===== src/rtl/cpu_pkg.sv =====
// Shared types and constants for the instruction-fetch front end.
// Holds the fetch buffer entry, the in-flight request tag and a word-alignment helper.
package cpu_pkg;

   localparam int XLEN = 32;
   localparam logic [XLEN-1:0] NOP_INSN = 32'h0000_0013;

   typedef struct packed {
      logic [XLEN-1:0] pc;
      logic [XLEN-1:0] insn;
   } fetch_entry_t;

   typedef struct packed {
      logic            v;
      logic [XLEN-1:0] pc;
   } fetch_req_t;

   function automatic logic [XLEN-1:0] align_word(input logic [XLEN-1:0] addr);
      return {addr[XLEN-1:2], 2'b00};
   endfunction

endpackage


===== src/rtl/fetch_fifo.sv =====
// Synchronous FIFO of fetch entries between the memory response path and decode.
// Flush wins over push and pop in the same cycle; head is read combinationally from storage.
module fetch_fifo
   import cpu_pkg::*;
#(
   parameter int DEPTH = 4
) (
   input  logic                   clk,
   input  logic                   rst_n,
   input  logic                   push,
   input  logic                   pop,
   input  logic                   flush,
   input  fetch_entry_t           wdata,
   output fetch_entry_t           rdata,
   output logic [$clog2(DEPTH):0] count,
   output logic                   full,
   output logic                   empty
);

   localparam int AW = $clog2(DEPTH);
   localparam int CW = AW + 1;

   fetch_entry_t    mem [DEPTH];
   logic [AW-1:0]   wr_ptr;
   logic [AW-1:0]   rd_ptr;
   logic            do_push;
   logic            do_pop;

   assign do_push = push && !flush;
   assign do_pop  = pop && !flush && !empty;

   assign full  = (count == CW'(DEPTH));
   assign empty = (count == '0);
   assign rdata = mem[rd_ptr];

   always_ff @(posedge clk or negedge rst_n) begin
      if (!rst_n) begin
         wr_ptr <= '0;
         rd_ptr <= '0;
         count  <= '0;
      end else if (flush) begin
         wr_ptr <= '0;
         rd_ptr <= '0;
         count  <= '0;
      end else begin
         if (do_push) begin
            wr_ptr <= wr_ptr + AW'(1);
         end
         if (do_pop) begin
            rd_ptr <= rd_ptr + AW'(1);
         end
         case ({do_push, do_pop})
            2'b10:   count <= count + CW'(1);
            2'b01:   count <= count - CW'(1);
            default: count <= count;
         endcase
      end
   end

   // Storage needs no reset: nothing is visible until count says so.
   always_ff @(posedge clk) begin
      if (do_push) begin
         mem[wr_ptr] <= wdata;
      end
   end

   a_no_overflow: assert property (@(posedge clk) disable iff (!rst_n)
      !(push && full && !flush));

   a_no_underflow: assert property (@(posedge clk) disable iff (!rst_n)
      !(pop && empty && !flush));

endmodule


===== src/rtl/fetch_unit.sv =====
// Instruction-fetch requester: owns the PC, issues word requests to a fixed-latency BRAM,
// tags them through an in-flight pipe and buffers the responses toward decode.
module fetch_unit
   import cpu_pkg::*;
#(
   parameter logic [31:0] RESET_PC   = 32'h0000_0000,
   parameter int          FIFO_DEPTH = 4,
   parameter int          IC_LATENCY = 2
) (
   input  logic        clk,
   input  logic        rst_n,
   output logic [29:0] ic_index,
   output logic        ic_en,
   input  logic [31:0] ic_rdata,
   input  logic        ic_rvalid,
   input  logic        redirect_valid,
   input  logic [31:0] redirect_pc,
   output logic        inst_valid,
   input  logic        inst_ready,
   output logic [31:0] inst_data,
   output logic [31:0] inst_pc
);

   localparam int CW = $clog2(FIFO_DEPTH) + 1;

   logic [XLEN-1:0] pc;
   logic            active;
   fetch_req_t      pipe [IC_LATENCY];
   fetch_req_t      tail;
   logic [XLEN-1:0] held_pc;

   logic [CW-1:0]   fifo_count;
   logic            fifo_full;
   logic            fifo_empty;
   fetch_entry_t    head;
   fetch_entry_t    push_entry;

   logic [31:0]     inflight_count;
   logic [31:0]     occupancy;
   logic            issue;
   logic            push;
   logic            pop;

   assign tail = pipe[IC_LATENCY-1];

   // The registered FIFO count ignores this cycle's pop, so a credit is only
   // returned the cycle after decode takes an entry; memory can never be stalled.
   always_comb begin
      inflight_count = '0;
      for (int i = 0; i < IC_LATENCY; i++) begin
         inflight_count = inflight_count + 32'(pipe[i].v);
      end
      occupancy = 32'(fifo_count) + inflight_count;
      issue     = active && !redirect_valid && (occupancy < 32'(FIFO_DEPTH));
   end

   assign push       = ic_rvalid && tail.v;
   assign pop        = inst_valid && inst_ready;
   assign push_entry = '{pc: tail.pc, insn: ic_rdata};

   assign ic_en    = issue;
   assign ic_index = pc[31:2];

   // active holds issue off until the first edge after reset is released.
   always_ff @(posedge clk or negedge rst_n) begin
      if (!rst_n) begin
         pc     <= RESET_PC;
         active <= 1'b0;
         for (int i = 0; i < IC_LATENCY; i++) begin
            pipe[i] <= '0;
         end
      end else begin
         active <= 1'b1;
         if (redirect_valid) begin
            pc <= align_word(redirect_pc);
         end else if (issue) begin
            pc <= pc + 32'd4;
         end
         pipe[0] <= '{v: issue, pc: pc};
         for (int i = 1; i < IC_LATENCY; i++) begin
            pipe[i] <= '{v: pipe[i-1].v && !redirect_valid, pc: pipe[i-1].pc};
         end
      end
   end

   always_ff @(posedge clk or negedge rst_n) begin
      if (!rst_n) begin
         held_pc <= '0;
      end else if (pop && !redirect_valid) begin
         held_pc <= head.pc;
      end
   end

   fetch_fifo #(
      .DEPTH (FIFO_DEPTH)
   ) u_fifo (
      .clk   (clk),
      .rst_n (rst_n),
      .push  (push),
      .pop   (pop),
      .flush (redirect_valid),
      .wdata (push_entry),
      .rdata (head),
      .count (fifo_count),
      .full  (fifo_full),
      .empty (fifo_empty)
   );

   assign inst_valid = !fifo_empty;
   assign inst_data  = fifo_empty ? NOP_INSN : head.insn;
   assign inst_pc    = fifo_empty ? held_pc : head.pc;

   a_response_expected: assert property (@(posedge clk) disable iff (!rst_n)
      !(tail.v && !ic_rvalid));

   a_fifo_never_full_on_push: assert property (@(posedge clk) disable iff (!rst_n)
      !(push && fifo_full && !redirect_valid));

endmodule


===== config.mk =====
export PLATFORM = sky130hd
export DESIGN_NAME = fetch_unit
export DESIGN_NICKNAME = d
export VERILOG_FILES = /design/src/rtl/cpu_pkg.sv /design/src/rtl/fetch_fifo.sv /design/src/rtl/fetch_unit.sv
export SDC_FILE = /design/constraint.sdc
export NUM_CORES = 1
export LEC_CHECK = 0
export BUFFER_PORTS_ARGS = -buffer_cell sky130_fd_sc_hd__buf_2
export CAP_MARGIN = 20
export CORE_UTILIZATION = 35
export DETAILED_ROUTE_END_ITERATION = 16
export PLACE_DENSITY = 0.65
export SLEW_MARGIN = 20
export SYNTH_ARGS = -nofsm -noshare
export SYNTH_HDL_FRONTEND = slang
export SYNTH_SLANG_ARGS = --single-unit

===== constraint.sdc =====
create_clock -name clk -period 2.5 [get_ports clk]
set_input_delay 0.125 -clock clk [delete_from_list [all_inputs] [get_ports clk]]
set_output_delay 0.125 -clock clk [all_outputs]
set_load 0.005 [all_outputs]

==> results.md, run 1 <==
- List of cells traversed by the critical path: nor3_4 > inv_2 > nand2_4 > nor2_4 > and2_1 > fa_1 > nand2_1 > a21oi_2 > dlygate4sd3_1
- Height of the die: 205 µm
- Core box area: 40200 µm²
- Predominant post-synthesis flop cell: sky130_fd_sc_hd__edfxtp_1
- Post-layout nets: 1165
- Number of library cell types mapped by synthesis: 44
- Overall overflow remaining after global route: 0
- Die width: 205 µm
- Max stage delay cell, worst path: sky130_fd_sc_hd__dlygate4sd3_1
- Clock sinks: 378
- Antenna violations before repair: 0
- Combinational group share of total power: 0.153
- Crit start category: flop
- Number of placement rows: 73
- Initial DRC Count: 367
- Sequential fraction of design power: 0.475
- Max-slew headroom: 0.574
- Global route hottest layer: met2
- Cell area after layout: 18100 µm²
- Via count normalized by instance count: 4.68
- # port buffers: 160
- Type of the tightest min-delay check: in -> async
- Starting density of the core: 0.359
- Minimum setup slack in the final design: 0.130 ns
- Leakage: 0.00687 µW
- Latest clock arrival within the worst-skew pair: 0.55 ns
- Number of failing hold endpoints at the final stage: 0
- Worst EP required: 2.99 ns
- Met1 track demand over resource: 0.190
- Slowest Stage Delay on Critical Path: 0.56 ns
- Placed Area: 16100 µm²
- Global-route wire length before repair: 46.1 mm
- Via count of the first global-routing pass: 8127
- Clock buffers created by TritonCTS: 41
- Maximum number of pins on one net before global-route repair: 66
- NetSw: 3890 µW
- Clk pwr share: 0.373
- Actual slew at the worst max-slew pin: 0.639 ns
- Area added between synthesis and finish: 25.9%
- Total Routed Length: 29.7 mm
- Number of standard cells after synthesis: 824
- Layout Utilization: 0.451
- Number of diodes added for antenna fixing: 0
- Achievable clock frequency: 422 MHz
- Count of pins over their slew limit: 0
- Routed wire length per instance: 18.1 µm
- Outcome: finished, final reports clean
- CTS tree: built
- Worst-case clock buffer depth: 3
- Fill cells: 3556
- Post-place setup slack: 0.288 ns
- Setup violations, final: 0
- Cell area power density: 863 nW/µm²
- Critical Setup Path Class: reg -> reg
- I/O pin cnt: 165
- Top cell type by total area after synthesis: sky130_fd_sc_hd__edfxtp_1
- Share of cells above drive strength 1: 0.326
- Number of optimization iterations in the first detailed-route pass: 6
- Portion of the clock cycle consumed by the worst path in the final layout: 0.948
- Number of remaining DRC errors: 0
- Share of flip-flops with an asynchronous set or reset after synthesis: 0.344
- Max-cap violations: 0
- Half-perimeter wire length after detailed placement: 18.2 mm
- RSZ-0062 raised after global routing: false
- Die area: 42000 µm²
- Min Tclk post-route: 2.37 ns
- Flip-flop and latch count after synthesis: 378
- Sequential area share after synthesis: 0.742
- Synth warn: 0
- Post-Route Skew: 0.0173 ns
- Top cells by area in the synthesized netlist: sky130_fd_sc_hd__edfxtp_1, sky130_fd_sc_hd__dfrtp_1, sky130_fd_sc_hd__mux4_2
- Final weighted congestion of routability-driven global placement: 0.773
- Grt met3 use: 0.0350
- Post-synthesis cell area: 14400 µm²
- Setup Total Neg Slack: 0 ns
- Post-DRT Antenna Nets: 0
- Commonest cells in the synthesized netlist: sky130_fd_sc_hd__edfxtp_1, sky130_fd_sc_hd__dfrtp_1, sky130_fd_sc_hd__nand2_1, sky130_fd_sc_hd__mux4_2, sky130_fd_sc_hd__and2_1
- Total internal power: 11800 µW
- Switching power as a share of total power: 0.249
- Data arrival time of the critical path: 2.86 ns
- Number of synthesized flops with an enable pin: 248
- Post-synthesis average cell area: 17.5 µm²
- Total number of vias: 7710
- Largest voltage drop on the vdd net: 0.000421 V
- Total GRT Usage: 0.146
- Nature of the critical path endpoint: flop
- Portion of synthesized cell area occupied by the leading cell type: 0.517
- Maximum fanout encountered on the critical timing path: 4
- # H-tree levels: 2
- Clock Tree Root: sky130_fd_sc_hd__clkbuf_16
- Met2 layer usage reported by global route: 0.237
- Most used standard cell by instance count after synthesis: sky130_fd_sc_hd__edfxtp_1
- Total design power: 15700 µW
- Reg clk slew, reported paths: 0.06 ns
## per-stage QoR
stage          std cells  hold WS (ns)
5_1_grt             1647         0.182
6_report            1647         0.151
3_3_place_gp        1500         0.181
4_1_cts             1645         0.156
2_1_floorplan        825        -0.171
3_5_place_dp        1500         0.189
## state kept, by name (all words and copies together), names as in the netlist
name and flops:
u_fifo.wr_ptr 2, pc 30, active 1, u_fifo.rd_ptr 2, held_pc 30, pipe 62
u_fifo.mem 248, u_fifo.count 3
## worst max-delay path: cells and delay by family, from the launching register on
kind | cells | cell delay (ns)
compound gates | 1 | 0.15
fa+ha+maj | 1 | 0.47
buf+inv | 2 | 0.63
flops | 1 | 0.45
simple gates | 5 | 0.60
## per-layer routing
metal	share of wire	vias up
met5	0	-
met4	0.018	0
met3	0.055	36
met2	0.49	161
met1	0.44	3898
li1	-	3615
## power groups by stage
stage | clock (µW) | sequential [µW] | combinational, µW
2_1_floorplan | 0 | 7440 | 1310
3_3_place_gp | 0 | 7550 | 2300
6_report | 5830 | 7430 | 2390
4_1_cts | 6040 | 7430 | 2460
5_1_grt | 6290 | 7490 | 2700
3_5_place_dp | 0 | 7570 | 2340
## final timing paths
| kind | from | to | slack, ns | cells after the start |
|---|---|---|---|---|
| worst min register to register | pipe[46]$_DFF_PN0_ | pipe[13]$_DFF_PN0_ | 0.34 | 0 |
| worst max register to register | u_fifo.count[0]$_DFFE_PN0P_ | u_fifo.count[1]$_DFFE_PN0P_ | 0.13 | 9 |
| worst max-delay path | u_fifo.count[0]$_DFFE_PN0P_ | u_fifo.count[1]$_DFFE_PN0P_ | 0.13 | 9 |
| min in group clk | redirect_pc[14] | pc[14]$_DFFE_PN0P_ | 0.31 | 4 |
| worst min-delay path | rst_n | pipe[42]$_DFF_PN0_ | 0.15 | 2 |
| max in group asynchronous | rst_n | held_pc[30]$_DFFE_PN0N_ | 1.63 | 3 |
## layout make-up
cell class	count	area [µm²]	area share
sequential	378	10700	0.590
clock inverter	16	160	0.00883
multi-input combinational	407	3560	0.196
clock buffer	60	1160	0.0639
inverter	4	15.0	0.000827
tap	525	657	0.0362
timing repair buffer	257	1890	0.104
## layout by cell type (no fill, tap or decap), types with 8 or more instances in the layout
master / n
sky130_fd_sc_hd__and2_1: 34
sky130_fd_sc_hd__dlygate4sd3_1: 68
sky130_fd_sc_hd__buf_12: 14
sky130_fd_sc_hd__nand4_1: 11
sky130_fd_sc_hd__nand2_1: 126
sky130_fd_sc_hd__clkbuf_1: 14
sky130_fd_sc_hd__xnor2_1: 8
sky130_fd_sc_hd__buf_4: 14
sky130_fd_sc_hd__mux2_2: 33
sky130_fd_sc_hd__o21ai_0: 26
sky130_fd_sc_hd__nand3_1: 17
sky130_fd_sc_hd__edfxtp_1: 248
sky130_fd_sc_hd__mux4_2: 63
sky130_fd_sc_hd__clkbuf_16: 42
sky130_fd_sc_hd__dfrtp_1: 127
sky130_fd_sc_hd__xor2_1: 22
sky130_fd_sc_hd__buf_2: 159
sky130_fd_sc_hd__nor2_1: 13
## logic make-up (layout without fill, tap and decap cells)
logic type,after synthesis,after routing,share of synthesized area
AO/OA/AOI/OAI,38,38,0.0159
flip-flops,378,378,0.742
adder cells (fa/ha/maj),7,7,0.00660
multiplexers,97,97,0.125
AND/OR/NAND/NOR,232,232,0.0786
XOR/XNOR,30,30,0.0182
buffers and inverters,40,337,0.0128
other,2,3,0.000521
## repair_timing
item | in CTS | in global routing
gates resized for setup | 1 | 5
hold endpoints to repair | 226 | 0
setup endpoints to repair | 46 | 13
hold buffers | 68 | 0
pin swaps | 0 | 1
setup buffers | 1 | 2
No activity file was read; power rests on OpenSTA's default activity.
==> run 2, diff against run 1 <==
--- a/config.mk
+++ b/config.mk
@@ -5,8 +5,9 @@
 export SDC_FILE = /design/constraint.sdc
 export NUM_CORES = 1
 export LEC_CHECK = 0
+export ABC_AREA = 1
 export BUFFER_PORTS_ARGS = -buffer_cell sky130_fd_sc_hd__buf_2
-export CAP_MARGIN = 20
+export CAP_MARGIN = 10
 export CORE_UTILIZATION = 35
 export DETAILED_ROUTE_END_ITERATION = 16
 export PLACE_DENSITY = 0.65
==> results.md, run 2 <==
- Total Routed Length: 36.3 mm
- # port buffers: 160
- Total internal power: 12300 µW
- I/O pin cnt: 165
- Xor and xnor fraction of the mapped netlist area: 0.00689
- Portion of synthesized cell area occupied by the leading cell type: 0.489
- Sequential fraction of design power: 0.441
- Flip-flop and latch count after synthesis: 378
- Placed Area: 16800 µm²
- Max-cap violations: 0
- Most used cells in the layout excluding fill and tap cells: sky130_fd_sc_hd__nand2_1, sky130_fd_sc_hd__edfxtp_1, sky130_fd_sc_hd__nor2_1
- Most common cell after layout, fill and taps aside: sky130_fd_sc_hd__nand2_1
- Wire length on met1: 16.3 mm
- Latest clock arrival within the worst-skew pair: 0.56 ns
- Number of synthesized flops with an enable pin: 248
- Largest reg by FF count: u_fifo.mem
- Multiplexer share of the synthesized area: 0.000657
- Detailed route wirelength on metal3: 1.77 mm
- Cell area after layout: 18800 µm²
- Data arrival time of the critical path: 2.27 ns
- Number of placement rows: 76
- Clock sinks: 378
- Predominant post-synthesis flop cell: sky130_fd_sc_hd__edfxtp_1
- Top cell type by total area after synthesis: sky130_fd_sc_hd__edfxtp_1
- Most used standard cell by instance count after synthesis: sky130_fd_sc_hd__nand2_1
- Sequential area share after synthesis: 0.702
- Worst EP required: 2.38 ns
- NetSw: 5600 µW
- Share of cells above drive strength 1: 0.164
- # H-tree levels: 2
- Synth warn: 0
- Number of remaining DRC errors: 0
- Achievable clock frequency: 418 MHz
- Worst-case clock buffer depth: 3
- Largest registers: u_fifo.mem x248, pipe x62
- Max stage delay cell, worst path: sky130_fd_sc_hd__dfrtp_4
- Antenna violations before repair: 2
- Minimum setup slack in the final design: 0.108 ns
- Die area: 44400 µm²
- Core box area: 43000 µm²
- Switching power as a share of total power: 0.313
- List of cells traversed by the critical path: buf_4 > o21ai_0 > o22ai_1 > nand2_1 > o21ai_0 > buf_2
- Post-Route Skew: 0.0233 ns
- Count of placed standard cells in the final layout, fillers left out: 2232
- Clock Tree Root: sky130_fd_sc_hd__clkbuf_16
- Highest metal layer with signal wires: met5
- Startpoint of the lowest-slack register-to-register path: pipe[32]$_DFF_PN0_
- Via count normalized by instance count: 4.73
- Setup violations, final: 0
- Die width: 211 µm
- Min Tclk post-route: 2.39 ns
- Routed wire length per instance: 16.3 µm
- Maximum number of pins on one net before global-route repair: 61
- Leakage: 0.00753 µW
- Combinational family with the most area after synthesis: simple AND/OR/NAND/NOR gates
- Wire length on met2: 17.5 mm
- Nature of the critical path endpoint: output port
- Commonest cells in the synthesized netlist: sky130_fd_sc_hd__nand2_1, sky130_fd_sc_hd__edfxtp_1, sky130_fd_sc_hd__nor2_1, sky130_fd_sc_hd__o21ai_0, sky130_fd_sc_hd__dfrtp_1
- Cell area power density: 951 nW/µm²
- Maximum fanout encountered on the critical timing path: 20
- Combinational group share of total power: 0.241
- Reg clk slew, reported paths: 0.06 ns
- Half-perimeter wire length after detailed placement: 21.9 mm
- Simple logic cell fraction of the synthesized area: 0.147
- Global-route wire length before repair: 57.0 mm
- Adder-cell share of the synthesized area: 0.00624
- Post-synthesis cell area: 15200 µm²
- Number of library cell types mapped by synthesis: 40
- Height of the die: 211 µm
- CTS tree: built
- Library cell appearing most often on the critical path: sky130_fd_sc_hd__o21ai_0
- Portion of the clock cycle consumed by the worst path in the final layout: 0.957
- Overall overflow remaining after global route: 0
- Max-slew headroom: 0.623
- Starting density of the core: 0.355
- Clock buffers created by TritonCTS: 39
- Post-synthesis compound-gate area fraction: 0.0896
- Count of pins over their slew limit: 0
- Number of optimization iterations in the first detailed-route pass: 7
- R2R depth: 6
- Clk pwr share: 0.317
- Actual slew at the worst max-slew pin: 0.565 ns
- Total GRT Usage: 0.165
- Critical Setup Path Class: reg -> out
- Slowest Stage Delay on Critical Path: 0.57 ns
- Final weighted congestion of routability-driven global placement: 0.861
- RSZ-0062 raised after global routing: false
- Area added between synthesis and finish: 23.5%
- Post-layout nets: 1693
- Number of standard cells after synthesis: 1385
- Post-place setup slack: 0.420 ns
- Largest voltage drop on the vdd net: 0.000411 V
- Post-DRT Antenna Nets: 0
- Share of flip-flops with an asynchronous set or reset after synthesis: 0.344
- Number of placed cells counting well taps: 2087
- Terminus of the critical flop-to-flop path: u_fifo.wr_ptr[0]$_DFFE_PN0P_
- Type of the tightest min-delay check: in -> async
- Crit start category: flop
- Number of failing hold endpoints at the final stage: 0
- Top cells by area in the synthesized netlist: sky130_fd_sc_hd__edfxtp_1, sky130_fd_sc_hd__dfrtp_1, sky130_fd_sc_hd__nand2_1
- R2R Setup Slk: 0.52 ns
- Outcome: finished, final reports clean
- Initial DRC Count: 835
- Setup Total Neg Slack: 0 ns
- Largest register FFs: 248
- Post-synthesis average cell area: 11.0 µm²
- Via count of the first global-routing pass: 10358
- Total number of vias: 10564
- Total design power: 17900 µW
-- run 2: changes by cell type after synthesis, moves of 38 or more --
cell and change:
sky130_fd_sc_hd__nor2_1 +231, sky130_fd_sc_hd__mux4_2 -63, sky130_fd_sc_hd__inv_1 +85, sky130_fd_sc_hd__o21ai_0 +138, sky130_fd_sc_hd__and2_1 -38, sky130_fd_sc_hd__nand2_1 +124
sky130_fd_sc_hd__nand3_1 +40
-- run 2: final cells by class --
type	count	area, µm²
multi-input cells	846	3870
inverters	92	379
flip-flops and latches	378	10700
fillers	4080	24200
clock buffers	49	1030
clock inverters	21	216
repair buffers	260	1890
diodes	1	2.50
well taps	585	732
-- run 2: cells by family (layout without fill, tap and decap cells) --
family / count (synthesis) / count (layout)
and+or+nand+nor: 564 / 564
DFF: 378 / 378
AOI/OAI and AO/OA: 259 / 259
buffers and inverters: 162 / 422
xor gates and xnor gates: 12 / 12
adders and majority gates: 7 / 7
other: 2 / 4
muxes: 1 / 1
-- run 2: worst max-delay path by stage --
| stage | end | start |
|---|---|---|
| final | inst_pc[27] | u_fifo.rd_ptr[1]$_DFFE_PN0P_ |
| after global routing | inst_pc[27] | u_fifo.rd_ptr[1]$_DFFE_PN0P_ |
| after CTS | inst_pc[22] | u_fifo.rd_ptr[0]$_DFFE_PN0P_ |
| after detailed placement | inst_data[0] | u_fifo.rd_ptr[0]$_DFFE_PN0P_ |
| after global placement | inst_data[0] | u_fifo.rd_ptr[0]$_DFFE_PN0P_ |
| after floorplan | u_fifo.mem[0][0]$_DFFE_PP_ | pipe[32]$_DFF_PN0_ |
-- run 2: per-layer routing --
layer | vias to the layer above | GRT usage
met3 | 54 | 0.0285
li1 | 5148 | -
met2 | 257 | 0.272
met4 | 2 | 0.0480
met5 | - | 0
met1 | 5103 | 0.223
-- run 2: power groups by stage --
stage	Combinational, µW	Clock [µW]	Sequential, µW
finish	4330	5690	7900
global route	4890	6050	7980
CTS	4330	5800	7900
detailed placement	4160	0	8010
global placement	4080	0	7990
floorplan	2480	0	7780
-- run 2: through the flow --
stage,hold slack [ns],util
global placement,0.147,0.390
finish,0.0981,0.438
detailed placement,0.152,0.390
floorplan,-0.171,-
CTS,0.101,0.436
global route,0.133,0.438
-- run 2: critical path, delay by kind of cell (launching register included) --
| kind | cells | cell delay (ns) |
|---|---|---|
| flip-flops | 1 | 0.57 |
| buffers and inverters | 2 | 0.51 |
| AND/OR/NAND/NOR | 1 | 0.07 |
| AO/OA/AOI/OAI | 3 | 0.56 |
-- run 2: timing repair --
item | in CTS | in global routing
gates cloned | 1 | 0
hold buffers | 68 | 0
resized for setup | 5 | 10
setup buffers | 0 | 5
setup endpoints to repair | 21 | 20
endpoints found under the hold margin | 200 | 0
pin swaps | 0 | 1
==> run 3, diff against run 2 <==
==> constraint.sdc (replaced) <==
create_clock -name clk -period 2.5 [get_ports clk]
set_input_delay 0.375 -clock clk [delete_from_list [all_inputs] [get_ports clk]]
set_output_delay 0.375 -clock clk [all_outputs]
set_load 0.005 [all_outputs]
==> results.md, run 3 (synthesized netlist as in run 2, its figures left out) <==
- Crit path buf inv count: 4
- Portion of the clock cycle consumed by the worst path in the final layout: 0.972
- Routed wire length per instance: 16.3 µm
- R2R depth: 5
- Cell area after layout: 18400 µm²
- Largest voltage drop on the vdd net: 0.000401 V
- Maximum number of pins on one net before global-route repair: 65
- Startpoint of the lowest-slack register-to-register path: pipe[32]$_DFF_PN0_
- Clock sinks: 378
- Initial DRC Count: 725
- Antenna violations before repair: 4
- WHS Path Cells: 3
- Actual slew at the worst max-slew pin: 0.579 ns
- Largest registers: u_fifo.mem x248, pipe x62
- Placed Area: 16800 µm²
- Min Tclk post-route: 2.43 ns
- Reg clk slew, reported paths: 0.06 ns
- Max-cap violations: 0
- Post-Route Skew: 0.0197 ns
- Number of failing hold endpoints at the final stage: 0
- Clock buffers created by TritonCTS: 38
- Data arrival time of the critical path: 2.05 ns
- R2R Setup Slk: 0.46 ns
- Setup Total Neg Slack: 0 ns
- Terminus of the critical flop-to-flop path: u_fifo.mem[1][31]$_DFFE_PP_
- I/O pin cnt: 165
- Clk pwr share: 0.315
- Height of the die: 211 µm
- Overall overflow remaining after global route: 0
- Half-perimeter wire length after detailed placement: 21.8 mm
- Outcome: finished, final reports clean
- Switching power as a share of total power: 0.307
- Combinational group share of total power: 0.250
- Largest reg by FF count: u_fifo.mem
- Post-layout nets: 1632
- Achievable clock frequency: 412 MHz
- Crit path max-delay family: buffers and inverters
- Post-DRT Antenna Nets: 0
- Count of pins over their slew limit: 0
- Origin of the worst min-delay path: redirect_pc[5]
- Total internal power: 12500 µW
- Starting density of the core: 0.355
- CTS tree: built
- Die width: 211 µm
- Most used cells in the layout excluding fill and tap cells: sky130_fd_sc_hd__nand2_1, sky130_fd_sc_hd__edfxtp_1, sky130_fd_sc_hd__nor2_1
- Fill cells: 4047
- Max stage delay cell, worst path: sky130_fd_sc_hd__dfrtp_4
- # H-tree levels: 2
- Critical Setup Path Class: reg -> out
- Global-route wire length before repair: 55.1 mm
- Share of cells above drive strength 1: 0.179
- # port buffers: 160
- Most common cell after layout, fill and taps aside: sky130_fd_sc_hd__nand2_1
- Core box area: 43000 µm²
- Setup violations, final: 0
- Final weighted congestion of routability-driven global placement: 0.871
- List of cells traversed by the critical path: clkinv_8 > buf_4 > clkbuf_16 > nor2_1 > o311ai_0 > buf_2
- Crit start category: flop
- Die area: 44400 µm²
- Area added between synthesis and finish: 20.9%
- Largest register FFs: 248
- Nature of the critical path endpoint: output port
- Total Routed Length: 35.5 mm
- Number of placement rows: 76
- Type of the tightest min-delay check: in -> reg
- Max-slew headroom: 0.614
- Leakage: 0.00734 µW
- Total number of vias: 10317
- Number of remaining DRC errors: 0
- Maximum fanout encountered on the critical timing path: 16
- Clock Tree Root: sky130_fd_sc_hd__clkbuf_16
- Latest clock arrival within the worst-skew pair: 0.55 ns
- NetSw: 5560 µW
- RSZ-0062 raised after global routing: true
- Layout Utilization: 0.429
- Via count of the first global-routing pass: 9983
- Sequential fraction of design power: 0.435
- Total GRT Usage: 0.159
- Number of optimization iterations in the first detailed-route pass: 5
- Slowest Stage Delay on Critical Path: 0.57 ns
- Total design power: 18100 µW
- Worst EP required: 2.12 ns
- Worst-case clock buffer depth: 3
- Hold path endpoint: pc[5]$_DFFE_PN0P_
- Cell area power density: 982 nW/µm²
- Via count normalized by instance count: 4.75
## run 3: cell count changes in the layout (fill, tap and decap cells not counted), sizes merged, moves of 2 or more
cell / before / now
bufinv: 3 / 5
clkbuf: 49 / 52
dlygate4sd3: 68 / 1
clkinv: 16 / 13
buf: 191 / 197
inv: 93 / 91
## run 3: worst reg2reg max path, cell delays in order (launching register included)
cell                      delay, ns
sky130_fd_sc_hd__dfrtp_1       0.37
sky130_fd_sc_hd__inv_1         0.05
sky130_fd_sc_hd__nor3_1        0.39
sky130_fd_sc_hd__inv_1         0.29
sky130_fd_sc_hd__nor2_4        0.17
sky130_fd_sc_hd__buf_12        0.38
## run 3: worst max path at each step
stage	end	slack, ns	start	cells past startpoint
after floorplan	u_fifo.mem[0][0]$_DFFE_PP_	-0.47	redirect_valid	4
after global placement	inst_pc[23]	0.35	u_fifo.rd_ptr[0]$_DFFE_PN0P_	7
after detailed placement	u_fifo.mem[1][47]$_DFFE_PP_	0.37	redirect_valid	5
after CTS	inst_pc[22]	0.003	u_fifo.rd_ptr[1]$_DFFE_PN0P_	7
after global routing	inst_pc[24]	-0.06	u_fifo.rd_ptr[0]$_DFFE_PN0P_	6
final	inst_data[1]	0.07	u_fifo.rd_ptr[0]$_DFFE_PN0P_	6
## run 3: layout make-up
class / instances / area (µm²) / area share
clock inverters: 19 / 249 / 0.0135
well taps: 585 / 732 / 0.0397
inverters: 92 / 370 / 0.0201
clock buffers: 50 / 1010 / 0.0546
flip-flops and latches: 378 / 10700 / 0.581
repair buffers: 200 / 1430 / 0.0777
diodes: 2 / 5.00 / 0.000272
multi-input cells: 846 / 3930 / 0.213
## run 3: power groups by stage
stage	logic, µW	clock network (µW)	registers, µW
after floorplan	2480	0	7780
after global placement	4230	0	7970
after detailed placement	4300	0	7990
after CTS	4500	5830	7860
after global routing	5080	6080	7940
final	4530	5710	7870
## run 3: metrics by stage
| step | worst slack [ns] | cells | hold slack [ns] |
|---|---|---|---|
| after floorplan | -0.471 | 1386 | 0.0794 |
| after global placement | 0.351 | 2092 | 0.331 |
| after detailed placement | 0.369 | 2092 | 0.336 |
| after CTS | 0.00291 | 2166 | 0.0288 |
| after global routing | -0.0559 | 2172 | 0.0334 |
| final | 0.0711 | 2172 | 0.0461 |
## run 3: what timing repair did
action / CTS / global route
cloned: 2 / 2
hold buffers: 1 / 0
pin swaps: 3 / 4
gates resized for setup: 20 / 23
buffers inserted: 2 / 2
endpoints found under the hold margin: 37 / 0
setup endpoints to repair: 47 / 37
## run 3: routing by layer
layer,part of all wire,track usage,vias up
li1,-,-,5014
met1,0.45,0.217,4995
met2,0.48,0.256,250
met3,0.048,0.0285,54
met4,0.024,0.0532,4
met5,0.00085,0,-
